<file path="src/rtl/dac_serial_rx_if.sv">
// Parallel word handshake between the serial receiver and its consumer.
// The receiver drives the word and its valid flag, and the consumer answers with ready.
interface dac_serial_rx_if #(
  parameter int DWIDTH = 8
);
  logic [DWIDTH-1:0] word_o;
  logic              vld_o;
  logic              rdy_i;

  modport master (output word_o, output vld_o, input rdy_i);
  modport slave  (input word_o, input vld_o, output rdy_i);
endinterface

</file>
<file path="src/rtl/dac_serial_rx.sv">
// LSB-first serial frame receiver for the DAC link, with a valid/ready output register
// and saturating counters for short frames and dropped words.
module dac_serial_rx #(
  parameter int DWIDTH = 8,
  parameter int CNTW   = 8
) (
  input  logic                  dclk,
  input  logic                  rst_n,
  input  logic                  dce_n,
  input  logic                  din,
  dac_serial_rx_if.master       stream,
  output logic                  ferr_o,
  output logic                  ovf_o,
  output logic [CNTW-1:0]       ferr_cnt_o,
  output logic [CNTW-1:0]       ovf_cnt_o,
  output logic                  busy_o
);

  localparam int IDXW = (DWIDTH > 1) ? $clog2(DWIDTH) : 1;
  localparam logic [IDXW-1:0] LAST_IDX = IDXW'(DWIDTH - 1);

  typedef enum logic {IDLE, SHIFT} state_t;

  state_t            r_state;
  state_t            w_nextState;
  logic [IDXW-1:0]   r_idx;
  logic [DWIDTH-1:0] r_shift;
  logic [DWIDTH-1:0] r_word;
  logic              r_vld;
  logic              r_ferr;
  logic              r_ovf;
  logic [CNTW-1:0]   r_ferrCnt;
  logic [CNTW-1:0]   r_ovfCnt;
  logic              r_busy;

  logic              w_shiftEn;
  logic              w_complete;
  logic              w_shortFrame;
  logic              w_accept;
  logic              w_drop;
  logic              w_release;
  logic [DWIDTH-1:0] w_newWord;

  always_ff @(posedge dclk or negedge rst_n) begin
    if (!rst_n) begin
      r_state <= IDLE;
    end else begin
      r_state <= w_nextState;
    end
  end

  // A strobe inside SHIFT restarts the frame, so it keeps the state in SHIFT.
  always_comb begin
    w_nextState = r_state;
    case (r_state)
      IDLE:    if (!dce_n) w_nextState = SHIFT;
      SHIFT:   if (dce_n && (r_idx == LAST_IDX)) w_nextState = IDLE;
      default: w_nextState = IDLE;
    endcase
  end

  always_comb begin
    w_shiftEn    = 1'b0;
    w_complete   = 1'b0;
    w_shortFrame = 1'b0;
    if (r_state == SHIFT) begin
      w_shiftEn    = dce_n;
      w_complete   = dce_n && (r_idx == LAST_IDX);
      w_shortFrame = !dce_n;
    end
    w_accept  = w_complete && (!r_vld || stream.rdy_i);
    w_drop    = w_complete && r_vld && !stream.rdy_i;
    w_release = r_vld && stream.rdy_i;
    w_newWord = {din, r_shift[DWIDTH-2:0]};
  end

  always_ff @(posedge dclk or negedge rst_n) begin
    if (!rst_n) begin
      r_idx   <= '0;
      r_shift <= '0;
    end else begin
      if (!dce_n || w_complete) begin
        r_idx <= '0;
      end else if (w_shiftEn) begin
        r_idx <= r_idx + 1'b1;
      end
      if (w_shiftEn) begin
        r_shift[r_idx] <= din;
      end
    end
  end

  // A completed word is dropped rather than overwriting one the consumer has not taken.
  always_ff @(posedge dclk or negedge rst_n) begin
    if (!rst_n) begin
      r_word    <= '0;
      r_vld     <= 1'b0;
      r_ferr    <= 1'b0;
      r_ovf     <= 1'b0;
      r_ferrCnt <= '0;
      r_ovfCnt  <= '0;
      r_busy    <= 1'b0;
    end else begin
      r_ferr <= w_shortFrame;
      r_ovf  <= w_drop;
      r_busy <= (w_nextState == SHIFT);
      if (w_accept) begin
        r_word <= w_newWord;
        r_vld  <= 1'b1;
      end else if (w_release) begin
        r_vld <= 1'b0;
      end
      if (w_shortFrame && (r_ferrCnt != '1)) begin
        r_ferrCnt <= r_ferrCnt + 1'b1;
      end
      if (w_drop && (r_ovfCnt != '1)) begin
        r_ovfCnt <= r_ovfCnt + 1'b1;
      end
    end
  end

  assign stream.word_o = r_word;
  assign stream.vld_o  = r_vld;
  assign ferr_o        = r_ferr;
  assign ovf_o         = r_ovf;
  assign ferr_cnt_o    = r_ferrCnt;
  assign ovf_cnt_o     = r_ovfCnt;
  assign busy_o        = r_busy;

endmodule

</file>
<file path="src/flat_wrapper.sv">
// flat-port wrapper written by rule: the top's interface ports become plain ports
module dac_serial_rx_flat 
#(
  parameter int DWIDTH = 8,
  parameter int CNTW   = 8
)
  (dclk, rst_n, dce_n, din, ferr_o, ovf_o, ferr_cnt_o, ovf_cnt_o, busy_o, stream_word_o, stream_vld_o, stream_rdy_i);
  dac_serial_rx_if #(.DWIDTH(DWIDTH)) stream_i ();
  input  logic dclk;
  input  logic rst_n;
  input  logic dce_n;
  input  logic din;
  output logic ferr_o;
  output logic ovf_o;
  output logic [CNTW-1:0] ferr_cnt_o;
  output logic [CNTW-1:0] ovf_cnt_o;
  output logic busy_o;
  output wire logic [$bits(stream_i.word_o)-1:0] stream_word_o;
  output wire logic [$bits(stream_i.vld_o)-1:0] stream_vld_o;
  input wire logic [$bits(stream_i.rdy_i)-1:0] stream_rdy_i;
  assign stream_word_o = stream_i.word_o;
  assign stream_vld_o = stream_i.vld_o;
  assign stream_i.rdy_i = stream_rdy_i;
  dac_serial_rx #(.DWIDTH(DWIDTH), .CNTW(CNTW)) u_core (.dclk(dclk), .rst_n(rst_n), .dce_n(dce_n), .din(din), .stream(stream_i), .ferr_o(ferr_o), .ovf_o(ovf_o), .ferr_cnt_o(ferr_cnt_o), .ovf_cnt_o(ovf_cnt_o), .busy_o(busy_o));
endmodule
</file>
<file path="config.mk">
export PLATFORM = sky130hd
export DESIGN_NAME = dac_serial_rx_flat
export DESIGN_NICKNAME = d
export VERILOG_FILES = /design/src/rtl/dac_serial_rx_if.sv /design/src/rtl/dac_serial_rx.sv /design/src/flat_wrapper.sv
export SDC_FILE = /design/constraint.sdc
export NUM_CORES = 1
export LEC_CHECK = 0
export ABC_AREA = 1
export BUFFER_PORTS_ARGS = -buffer_cell sky130_fd_sc_hd__buf_2
export CAP_MARGIN = 5
export CORE_UTILIZATION = 55
export CTS_CLUSTER_DIAMETER = 40
export CTS_CLUSTER_SIZE = 28
export DETAILED_ROUTE_END_ITERATION = 12
export GPL_TIMING_DRIVEN = 0
export PLACE_DENSITY_LB_ADDON = 0.1
export SYNTH_ARGS = -nofsm -noshare
export SYNTH_HDL_FRONTEND = slang
export SYNTH_SLANG_ARGS = --single-unit
</file>
<file path="constraint.sdc">
create_clock -name dclk -period 1.7 [get_ports dclk]
set_input_delay 0.17 -clock dclk [delete_from_list [all_inputs] [get_ports dclk]]
set_output_delay 0.17 -clock dclk [all_outputs]
set_load 0.005 [all_outputs]
</file>
# --- Word level (Yosys, flattened, before mapping) ---
# Index checks and enable logic that the tools add are counted.
word_totals:
  ff_bits: 39
  latch_bits: 0
  ram_bits: 0
  romBits: 0
  inputBits: 5
  out_inout_bits: 28
  elab_cells: 46
  n_memories: 0
op_classes:
  n_addsub: 3
  mul: 0
  div: 0
  magnitude_cmp: 2
  eq_ne: 3
  shift: 0
  muxes: 13
  bitwise_logic: 1
  n_reduce_logical: 15
op_table:
  columns: ["op", "n"]
  rows:
  - ["$add 8x1->8 const B", 2]
  - ["$ne 8x8->1 const B", 2]
  - ["$bwmux 8", 1]
  - ["$logic_and 1x1->1", 8]
  - ["$mux 1", 8]
  - ["$mux 3", 2]
  - ["$lt 3x4->1 const B", 1]
  - ["$reduce_bool 2->1", 2]
  - ["$add 3x1->3 const B", 1]
  - ["$demux 1 s3", 1]
  - ["$eq 3x3->1 const B", 1]
  - ["$ge 3x1->1 const B", 1]
  - ["$logic_not 1->1", 3]
  - ["$logic_or 1x1->1", 2]
  - ["$pmux 1 s2", 1]
  - ["$not 1->1", 1]

# --- Depth between registers and ports, before layout ---
# Gate-level depths: netlist of run 1.
logic_depth:
  depth_word: 6
  mapped_depth: 8
  mapped_depth_nobuf: 8

# --- Worst setup path before layout of run 1 ---
# OpenSTA, ideal clock, no wires.
synth_timing:
  path_kind: "flip-flop to flip-flop"
  start: "register u_core.r_idx[1]"
  end: "register u_core.r_ovfCnt[4], in the netlist u_core.ovf_cnt_o[4]"
  setup_time_ns: 0.065
  t_arrival_ns: 1.329
  t_required_ns: 1.635
  path_slack_ns: 0.306
  path_stages_with_launch: 9
  path_buffers: 0
  period_less_slack_ns: 1.394
  path_cell_list: "dfrtp_1 -> ha_1 -> ha_1 -> nand3_4 -> nor2_8 -> nand2_4 -> inv_2 -> nand2_1 -> nand2_1"
synth_via:
  elab_chain_cells: 6
synth_lines:
  columns: ["element", "line", "text"]
  rows:
  - ["start: declaration", "dac_serial_rx.sv:26", "logic [IDXW-1:0] r_idx;"]
  - ["start signal: assignment", "dac_serial_rx.sv:85", "r_idx <= r_idx + 1'b1;"]
  - ["$eq 3x3->1", "dac_serial_rx.sv:68", "w_complete = dce_n && (r_idx == LAST_IDX);"]
  - ["$logic_and 1x1->1", "dac_serial_rx.sv:68", null]
  - ["$mux 1", "dac_serial_rx.sv:66", "if (r_state == SHIFT) begin"]
  - ["$logic_and 1x1->1 (2 in a row)", "dac_serial_rx.sv:72", "w_drop = w_complete && r_vld && !stream.rdy_i;"]
  - ["net u_core.w_drop", "dac_serial_rx.sv:40", "logic w_drop;"]
  - ["$logic_and 1x1->1", "dac_serial_rx.sv:116", "if (w_drop && (r_ovfCnt != '1)) begin"]
  - ["end signal: assignment", "dac_serial_rx.sv:117", "r_ovfCnt <= r_ovfCnt + 1'b1;"]
  - ["end: declaration", "dac_serial_rx.sv:33", "logic [CNTW-1:0] r_ovfCnt;"]
# The timed path passes the listed nets, and every way through them passes these cells.
# A chain may end at the register's enable or synchronous reset.

# --- Final worst setup path of run 1 ---
layout_timing:
  start: "register u_core.r_idx[1]"
  end: "register u_core.r_ovfCnt[7], in the netlist u_core.ovf_cnt_o[7]"
# The elaborated chain is that of the path after synthesis.

==> flow_summary.toml, run 1 <==
[run_status]
status = "complete, no violations"

[job]
maxCapViolCount = 0

[final_layout]
multi_input_area_um2 = 795
design_area_mm2 = 0.00217
drive_above_1_share_pct = 23.4
final_common_cell = "nand2_1"
n_antenna_cell = 0
layout_common_cells = "nand2_1, dfrtp_1, buf_2, inv_1, nor2_1"
nFillCells = 281
seq_area_um2 = 951
final_cells = 313
area_growth_pct = 15.5
finalNetCount = 277

[critical_path]
r2r-start = "u_core.r_idx[1]"
critPathRequiredTime_ns = 1.99
critical_path_arrival_ns = 1.80
crit_path_start = "u_core.r_idx[1]"
path_common_cell = "nand2_1"
crit_path_end_kind = "register"
cp_cell_sequence = "ha_1, ha_2, nand3_4, nor2_8, nand2_4, inv_2, nand2_1, nand2_1"
critPathTopFamily = "simple AND/OR/NAND/NOR gates"
cpPeakStageDelay_ns = 0.42
path_class = "register to register"
crit_path_max_fanout = 8
crit_buf_inv = 1
cp_slowest_cell = "dfrtp_1"
startpoint_type = "register"

[grt]
grt-ovfl-total = 0
grt_pass1_wl_um = 5610
grt.total_usage_pct = 21.0
grt_max_degree = 39
grt_pass1_vias = 1312
grt_antenna_before_repair = 0

[power_and_ir_drop]
power.leakage_nw = 1.17
p_per_area_mw_per_mm2 = 941
vdd_drop_max_mv = 0.503
power.total_mw = 2.04

[place]
dpl.cell_count = 304
io_buffers = 32
place_area_mm2 = 0.00209
place_congestion = 0.822
place.detailed.hpwl_um = 2240

[sta]
setup_viol = 0
maxSlewViolCount = 0
finalClockSkew_ns = 0.0127
finalCriticalPeriod_ns = 1.52
max_freq_mhz = 659
hold_violations = 0
worst_pin_slew_ns = 0.811
slew_headroom_pct = 46.0
setup_tns_ns = 0
rsz0062_at_grt = "false"
min_period_over_period_pct = 89.2

[logic_synthesis]
synth_top_family_by_area = "simple AND/OR/NAND/NOR gates"
ys_seq_area_share_pct = 50.6
synth_nets = 237
synth_compound_area_share_pct = 8.19
synth.distinct_cells = 23
ys_ff_latch = 38
synth_simple_gate_area_share_pct = 29.4
yosys.area_share.xor_xnor_pct = 1.86
netlist_area_mm2 = 0.00188
netlist_instances = 228
yosys.area_share.adder_pct = 2.66
synthMuxAreaShare_pct = 0
avgSynthCellArea_um2 = 8.24
yosys_warnings = 0

[detailed_routing]
firstDrtPassIters = 4
wl_per_cell_um = 10.2
ant_nets = 0
drcViolationCount = 0
wirelength_um = 3180
drt-initial-drc-count = 54
via_count = 1485
post_drt_via_cell_ratio = 4.74

[floorplan]
ios = 33
die_area_mm2 = 0.00365
fp.coreArea_mm2 = 0.00315
start_util_pct = 59.6
die-width_um = 60.5
fp-row-count = 20
die_height_um = 60.5

[hold_path]
hp-start = "dce_n"
hold_path.class = "input port to register"

[clock_tree]
cts.sinks = 38
post-cts-setup-buffer-count = 0
clock_latency_ns = 0.35
cts-root-buf = "clkbuf_4"
cts_made_buffers = 5
cts_max_level = 2
clkTransAtPathRegs_ns = 0.11
cts_buffer_depth = 2
cts_tree = "yes"
==> stage by stage <==
stage               util [%]  setup slack [ns]  hold slack [ns]
global route            68.8            0.0251            0.106
finish                  68.8             0.184           0.0942
global placement        66.4             0.149            0.320
CTS                     68.8             0.103           0.0745
detailed placement      66.4             0.137            0.318
floorplan                  -             0.306           -0.126
==> metal layers <==
| metal | up-vias | share of wire, % | global-route usage, % |
|---|---|---|---|
| li1 | 791 | - | - |
| met1 | 650 | 50 | 28.3 |
| met2 | 40 | 44 | 32.7 |
| met3 | 4 | 5.0 | 5.12 |
| met4 | 0 | 1.2 | 8.77 |
| met5 | - | 0 | 0 |
==> final cells by class <==
| cell class | instances | share of cell area [%] |
|---|---|---|
| Clock inverter | 2 | 0.576 |
| Inverter | 32 | 5.53 |
| Clock buffer | 6 | 2.36 |
| Tap cell | 44 | 2.54 |
| Buffer | 2 | 0.749 |
| Sequential cell | 38 | 43.8 |
| Multi-Input combinational cell | 156 | 36.6 |
| Timing Repair Buffer | 33 | 7.84 |
==> Yosys cell counts <==
cell     instances  area share [%]
o21ai_1          8             2.1
a21oi_1          1            0.27
nand3_1         11             2.9
ha_1             4             2.7
nand3_4          2             1.9
nand2_1         83              17
nand2_2          2            0.67
o21ai_2          8             3.7
buf_2            1            0.27
a21o_1           1            0.40
nand2_4          1            0.60
nor2_8           1             1.1
xnor2_1          3             1.4
inv_1           28             5.6
buf_6            1            0.60
xor2_1           1            0.47
nor2_2           2            0.67
o21ai_0          5             1.3
dfrtp_1         38              51
nor2_1          17             3.4
nand4_1          5             1.7
o22ai_1          1            0.33
inv_2            4            0.80
==> flip-flops by register name (all words and copies together), names as in the netlist <==
name / cells
u_core.ovf_cnt_o: 8
u_core.r_idx: 3
u_core.r_state: 1
u_core.ovf_o: 1
u_core.r_shift: 7
u_core.stream.vld_o: 1
u_core.ferr_cnt_o: 8
u_core.ferr_o: 1
u_core.stream.word_o: 8
==> timing repair <==
action                     CTS  global route
hold endpoints to repair    38             0
gates resized for setup      0             1
setup endpoints to repair    0             6
hold buffers                 1             0
==> worst reg2reg max path: stages, from the launching register on <==
cell and delay (ns):
dfrtp_1 0.42, ha_1 0.17, ha_2 0.25, nand3_4 0.13, nor2_8 0.16, nand2_4 0.10, inv_2 0.11, nand2_1 0.06
nand2_1 0.05
==> path summary, 6_finish.rpt <==
| path | to | slack, ns | cells past startpoint |
|---|---|---|---|
| max | u_core.ovf_cnt_o[7] | 0.18 | 8 |
| min | u_core.r_state | 0.09 | 2 |
| max reg2reg | u_core.ovf_cnt_o[7] | 0.18 | 8 |
| min reg2reg | u_core.stream.word_o[0] | 0.49 | 2 |
| max in group asynchronous | u_core.ovf_cnt_o[0] | 0.74 | 2 |
| min in group asynchronous | u_core.r_shift[5] | 0.44 | 2 |
==> logic make-up after synthesis <==
family,Yosys count
AND/OR/NAND/NOR,124
flip-flops,38
buffers and inverters,34
AO/OA/AOI/OAI,24
XOR/XNOR,4
adder cells (fa/ha/maj),4
==> power breakdown <==
group          switching [mW]  total (mW)  leakage (nW)  internal, mW
registers               0.102        1.13         0.494          1.03
logic                   0.233       0.411         0.643         0.179
clock network           0.303       0.502        0.0343         0.199
total                   0.638        2.04          1.17          1.41
(Power assumes the default switching activity.)
==> inputs of run 2 (changes only) <==
Settings changed: CORE_UTILIZATION 55 to 59.
Clock period 1.7 ns to 1.9 ns, I/O delays scaled along.
==> flow_summary.toml, run 2 (synthesis results as in run 1) <==
[run_status]
status = "finished, violations left"
violations = "design-rule violations"

[grt]
grt.total_usage_pct = 22.6
grt_antenna_before_repair = 0
grt-ovfl-total = 0
grt_pass1_vias = 1409
grt_pass1_wl_um = 5840
grt_max_degree = 39

[sta]
finalClockSkew_ns = 0.00574
worst_pin_slew_ns = 0.812
setup_tns_ns = 0
maxSlewViolCount = 0
setup_viol = 0
hold_violations = 0
slew_headroom_pct = 45.9
rsz0062_at_grt = "false"
max_freq_mhz = 641
min_period_over_period_pct = 82.1
whs_ns = 0.104
finalCriticalPeriod_ns = 1.56

[detailed_routing]
via_count = 1508
wirelength_um = 3250
drt-initial-drc-count = 63
post_drt_via_cell_ratio = 4.82
wirelength_met1_um = 1540
dr.max_layer_used = "met4"
dr_wl_met3_um = 144
ant_nets = 0
firstDrtPassIters = 8
drcViolationCount = 1
wl_met2_um = 1520
wl_per_cell_um = 10.4

[critical_path]
startpoint_type = "register"
critPathRequiredTime_ns = 2.19
crit_path_end_kind = "register"
r2r-start = "u_core.r_idx[1]"
r2r-end = "u_core.ovf_cnt_o[7]"
endpoint = "u_core.ovf_cnt_o[7]"
crit_path_start = "u_core.r_idx[1]"
path_class = "register to register"
critical_path_arrival_ns = 1.85
crit_path_max_fanout = 8
regToRegSetupSlack_ns = 0.34
reg2regPathDepth = 8

[hold_path]
hold_path.class = "input port to register"
hp-start = "dce_n"

[clock_tree]
cts_tree = "yes"
clkTransAtPathRegs_ns = 0.12
post-cts-setup-buffer-count = 0
cts.sinks = 38
clock_latency_ns = 0.35
cts_max_level = 2
cts_made_buffers = 5
cts_buffer_depth = 2
cts-root-buf = "clkbuf_4"

[job]
maxCapViolCount = 0

[floorplan]
fp-row-count = 20
ios = 33
fp.coreArea_mm2 = 0.00303
die_height_um = 58.4
start_util_pct = 62.1
die_area_mm2 = 0.00342
die-width_um = 58.4

[final_layout]
finalNetCount = 277
nFillCells = 255
final_cells = 313
n_antenna_cell = 0
drive_above_1_share_pct = 23.0
post-route-util_pct = 73.0
area_growth_pct = 17.6
final_common_cell = "nand2_1"
layout_common_cells = "nand2_1, dfrtp_1, buf_2, inv_1, nor2_1"

[place]
place.detailed.hpwl_um = 2400
io_buffers = 32
dpl.cell_count = 304
place_congestion = 0.814

[power_and_ir_drop]
vdd_drop_max_mv = 0.513
p_per_area_mw_per_mm2 = 942
power.leakage_nw = 1.20
run 2: cell count changes in the layout (fill, tap and decap cells not counted), sizes merged:
cell | previous run | this run
bufinv | 0 | 2
clkinvlp | 1 | 0
clkbuf | 6 | 5
run 2: repair_timing:
action | in CTS | in global routing
setup endpoints to repair | 0 | 0
gates resized for setup | 0 | 0
hold buffers | 1 | 0
endpoints found under the hold margin | 38 | 0
run 2: report_power, final:
part           internal, mW  switching, mW  leakage (nW)
logic                 0.160          0.213         0.646
registers             0.920         0.0957         0.494
clock network         0.412          0.283        0.0554
run 2: area by class of cell:
class	count	area (µm²)	share of cell area, %
Inverter	32	120	5.43
Multi-Input combinational cell	156	792	35.8
Tap cell	44	55.1	2.49
Clock inverter	3	68.8	3.11
Timing Repair Buffer	33	170	7.70
Sequential cell	38	951	43.0
Clock buffer	5	37.5	1.70
Buffer	2	16.3	0.736
run 2: stage by stage:
| step | power, mW | setup slack, ns | instance area, µm² |
|---|---|---|---|
| after floorplan | 1.26 | 0.506 | 1880 |
| after global placement | 1.38 | 0.346 | 2090 |
| after detailed placement | 1.41 | 0.344 | 2090 |
| after CTS | 2.10 | 0.314 | 2210 |
| after global routing | 2.21 | 0.173 | 2210 |
| final | 2.08 | 0.340 | 2210 |
run 2: routing by layer:
| metal | vias up | global-route usage (%) |
|---|---|---|
| met5 | - | 0 |
| met4 | 0 | 8.84 |
| met3 | 5 | 5.05 |
| met2 | 36 | 36.6 |
| met1 | 673 | 29.7 |
| li1 | 794 | - |
run 2: worst min path at each step:
stage	depth (start not counted)	slack, ns	endpoint
3_5_place_dp	1	0.33	u_core.stream.word_o[2]
6_report	2	0.10	u_core.r_state
4_1_cts	2	0.1	u_core.r_state
3_3_place_gp	1	0.33	u_core.stream.word_o[0]
5_1_grt	2	0.10	u_core.r_state
2_1_floorplan	0	-0.11	u_core.ferr_cnt_o[0]
run 2: critical path: stages (launching register included):
cell and delay [ns]:
dfrtp_1 0.42, ha_1 0.17, ha_1 0.30, nand3_4 0.15, nor2_8 0.15, nand2_4 0.10, inv_2 0.10, nand2_1 0.06
nand2_1 0.05
==> inputs of run 3 (changes only) <==
Settings changed: CORE_UTILIZATION 59 to 50.
Clock period 1.9 ns to 1.3 ns, I/O delays scaled along.
==> flow_summary.toml, run 3 (synthesis results as in run 1) <==
[run_status]
status = "finished, violations left"
violations = "negative setup slack"

[critical_path]
cpPeakStageDelay_ns = 0.36
startpoint_type = "register"
regToRegSetupSlack_ns = -0.05
critical_path_arrival_ns = 1.53
crit_path_start = "u_core.r_idx[1]"
crit_path_end_kind = "register"
critPathRequiredTime_ns = 1.48
r2r-start = "u_core.r_idx[1]"
crit_path_max_fanout = 8
cp_slowest_cell = "dfrtp_1"
cp_cell_sequence = "ha_2, ha_4, nand3_4, nor2_8, nand2_8, nand2_1, o21ai_1"
reg2regPathDepth = 7
path_class = "register to register"

[place]
place.detailed.hpwl_um = 2460
io_buffers = 32
dpl.cell_count = 306
pre_cts_ws_ns = -0.172
place_congestion = 0.823

[floorplan]
die-width_um = 63.3
ios = 33
start_util_pct = 54.2
fp.coreArea_mm2 = 0.00347
fp-row-count = 21
die_height_um = 63.3
die_area_mm2 = 0.00401

[detailed_routing]
drcViolationCount = 0
firstDrtPassIters = 4
post_drt_via_cell_ratio = 4.78
wirelength_um = 3810
drt-initial-drc-count = 74
wl_per_cell_um = 11.7
via_count = 1564
ant_nets = 0

[final_layout]
final_cells = 327
finalNetCount = 289
area_growth_pct = 27.4
final_common_cell = "nand2_1"
multi_input_area_um2 = 863
seq_area_um2 = 953
drive_above_1_share_pct = 31.3
nFillCells = 296
layout_common_cells = "nand2_1, dfrtp_1, buf_2, inv_1, nor2_1"
n_antenna_cell = 0

[grt]
grt-ovfl-total = 0
grt.total_usage_pct = 20.8
grt_pass1_wl_um = 6470
grt_max_degree = 39
grt_pass1_vias = 1463
grt_antenna_before_repair = 0

[sta]
finalClockSkew_ns = 0.00847
min_period_over_period_pct = 104
slew_headroom_pct = 44.0
hold_violations = 0
setup_ws_ns = -0.0461
worst_pin_slew_ns = 0.840
rsz0062_at_grt = "true"
finalCriticalPeriod_ns = 1.35
setup_viol = 7
maxSlewViolCount = 0
max_freq_mhz = 743
setup_tns_ns = -0.201

[clock_tree]
clkTransAtPathRegs_ns = 0.07
cts.sinks = 38
cts_buffer_depth = 2
cts_max_level = 2
cts-root-buf = "clkbuf_8"
cts_made_buffers = 5
cts_tree = "yes"
clock_latency_ns = 0.30

[power_and_ir_drop]
vdd_drop_max_mv = 0.795
p_per_area_mw_per_mm2 = 1270
power.leakage_nw = 1.26

[hold_path]
min_path_cells = 2
hold_path.class = "input port to register"
hp-start = "dce_n"

[job]
maxCapViolCount = 0
-- run 3: path summary, 6_finish.rpt --
kind	end
hold reg to reg	u_core.stream.word_o[2]
setup / recovery	u_core.ovf_cnt_o[2]
setup reg to reg	u_core.ovf_cnt_o[2]
max in group asynchronous	u_core.r_state
min in group asynchronous	u_core.ferr_cnt_o[2]
hold / removal	u_core.r_state
-- run 3: layer usage --
layer	wire length, µm	global-route usage [%]	vias up
li1	-	-	811
met1	1880	26.9	713
met2	1770	33.9	35
met3	117	5.43	5
met4	51	6.82	0
met5	0	0	-
-- run 3: what timing repair did --
| action | CTS | global route |
|---|---|---|
| buffers inserted | 9 | 2 |
| endpoints found under the hold margin | 38 | 0 |
| setup endpoints to repair | 17 | 22 |
| pin swaps | 4 | 5 |
| gates resized for setup | 5 | 17 |
| cloned | 0 | 1 |
| hold buffers | 1 | 0 |
-- run 3: area by class of cell --
cell class | instances | share of cell area, %
multi-input combinational | 156 | 36.1
buffer | 2 | 0.836
timing repair buffer | 45 | 11.6
tap | 46 | 2.40
inverter | 32 | 5.44
clock buffer | 7 | 3.61
sequential | 38 | 39.8
clock inverter | 1 | 0.209
-- run 3: worst max-delay path, delay by kind of cell, from the launching register on --
kind	cells	cell delay, ns
adder cells (fa/ha/maj)	2	0.37
AO/OA/AOI/OAI	1	0.06
AND/OR/NAND/NOR	4	0.45
flip-flops	1	0.36
-- run 3: through the flow --
step	hold WS (ns)	utilization, %	power (mW)	area (µm²)
after CTS	0.116	66.3	2.99	2300
after floorplan	-0.166	-	1.85	1890
after global placement	0.280	60.9	2.03	2110
after global routing	0.120	69.0	3.22	2390
after detailed placement	0.284	60.9	2.06	2110
final	0.123	69.0	3.03	2390
-- run 3: power breakdown --
| part | internal (mW) | switching [mW] | leakage [nW] |
|---|---|---|---|
| Combinational | 0.337 | 0.368 | 0.723 |
| Clock | 0.428 | 0.427 | 0.0482 |
| Sequential | 1.35 | 0.126 | 0.492 |
| Total | 2.11 | 0.921 | 1.26 |
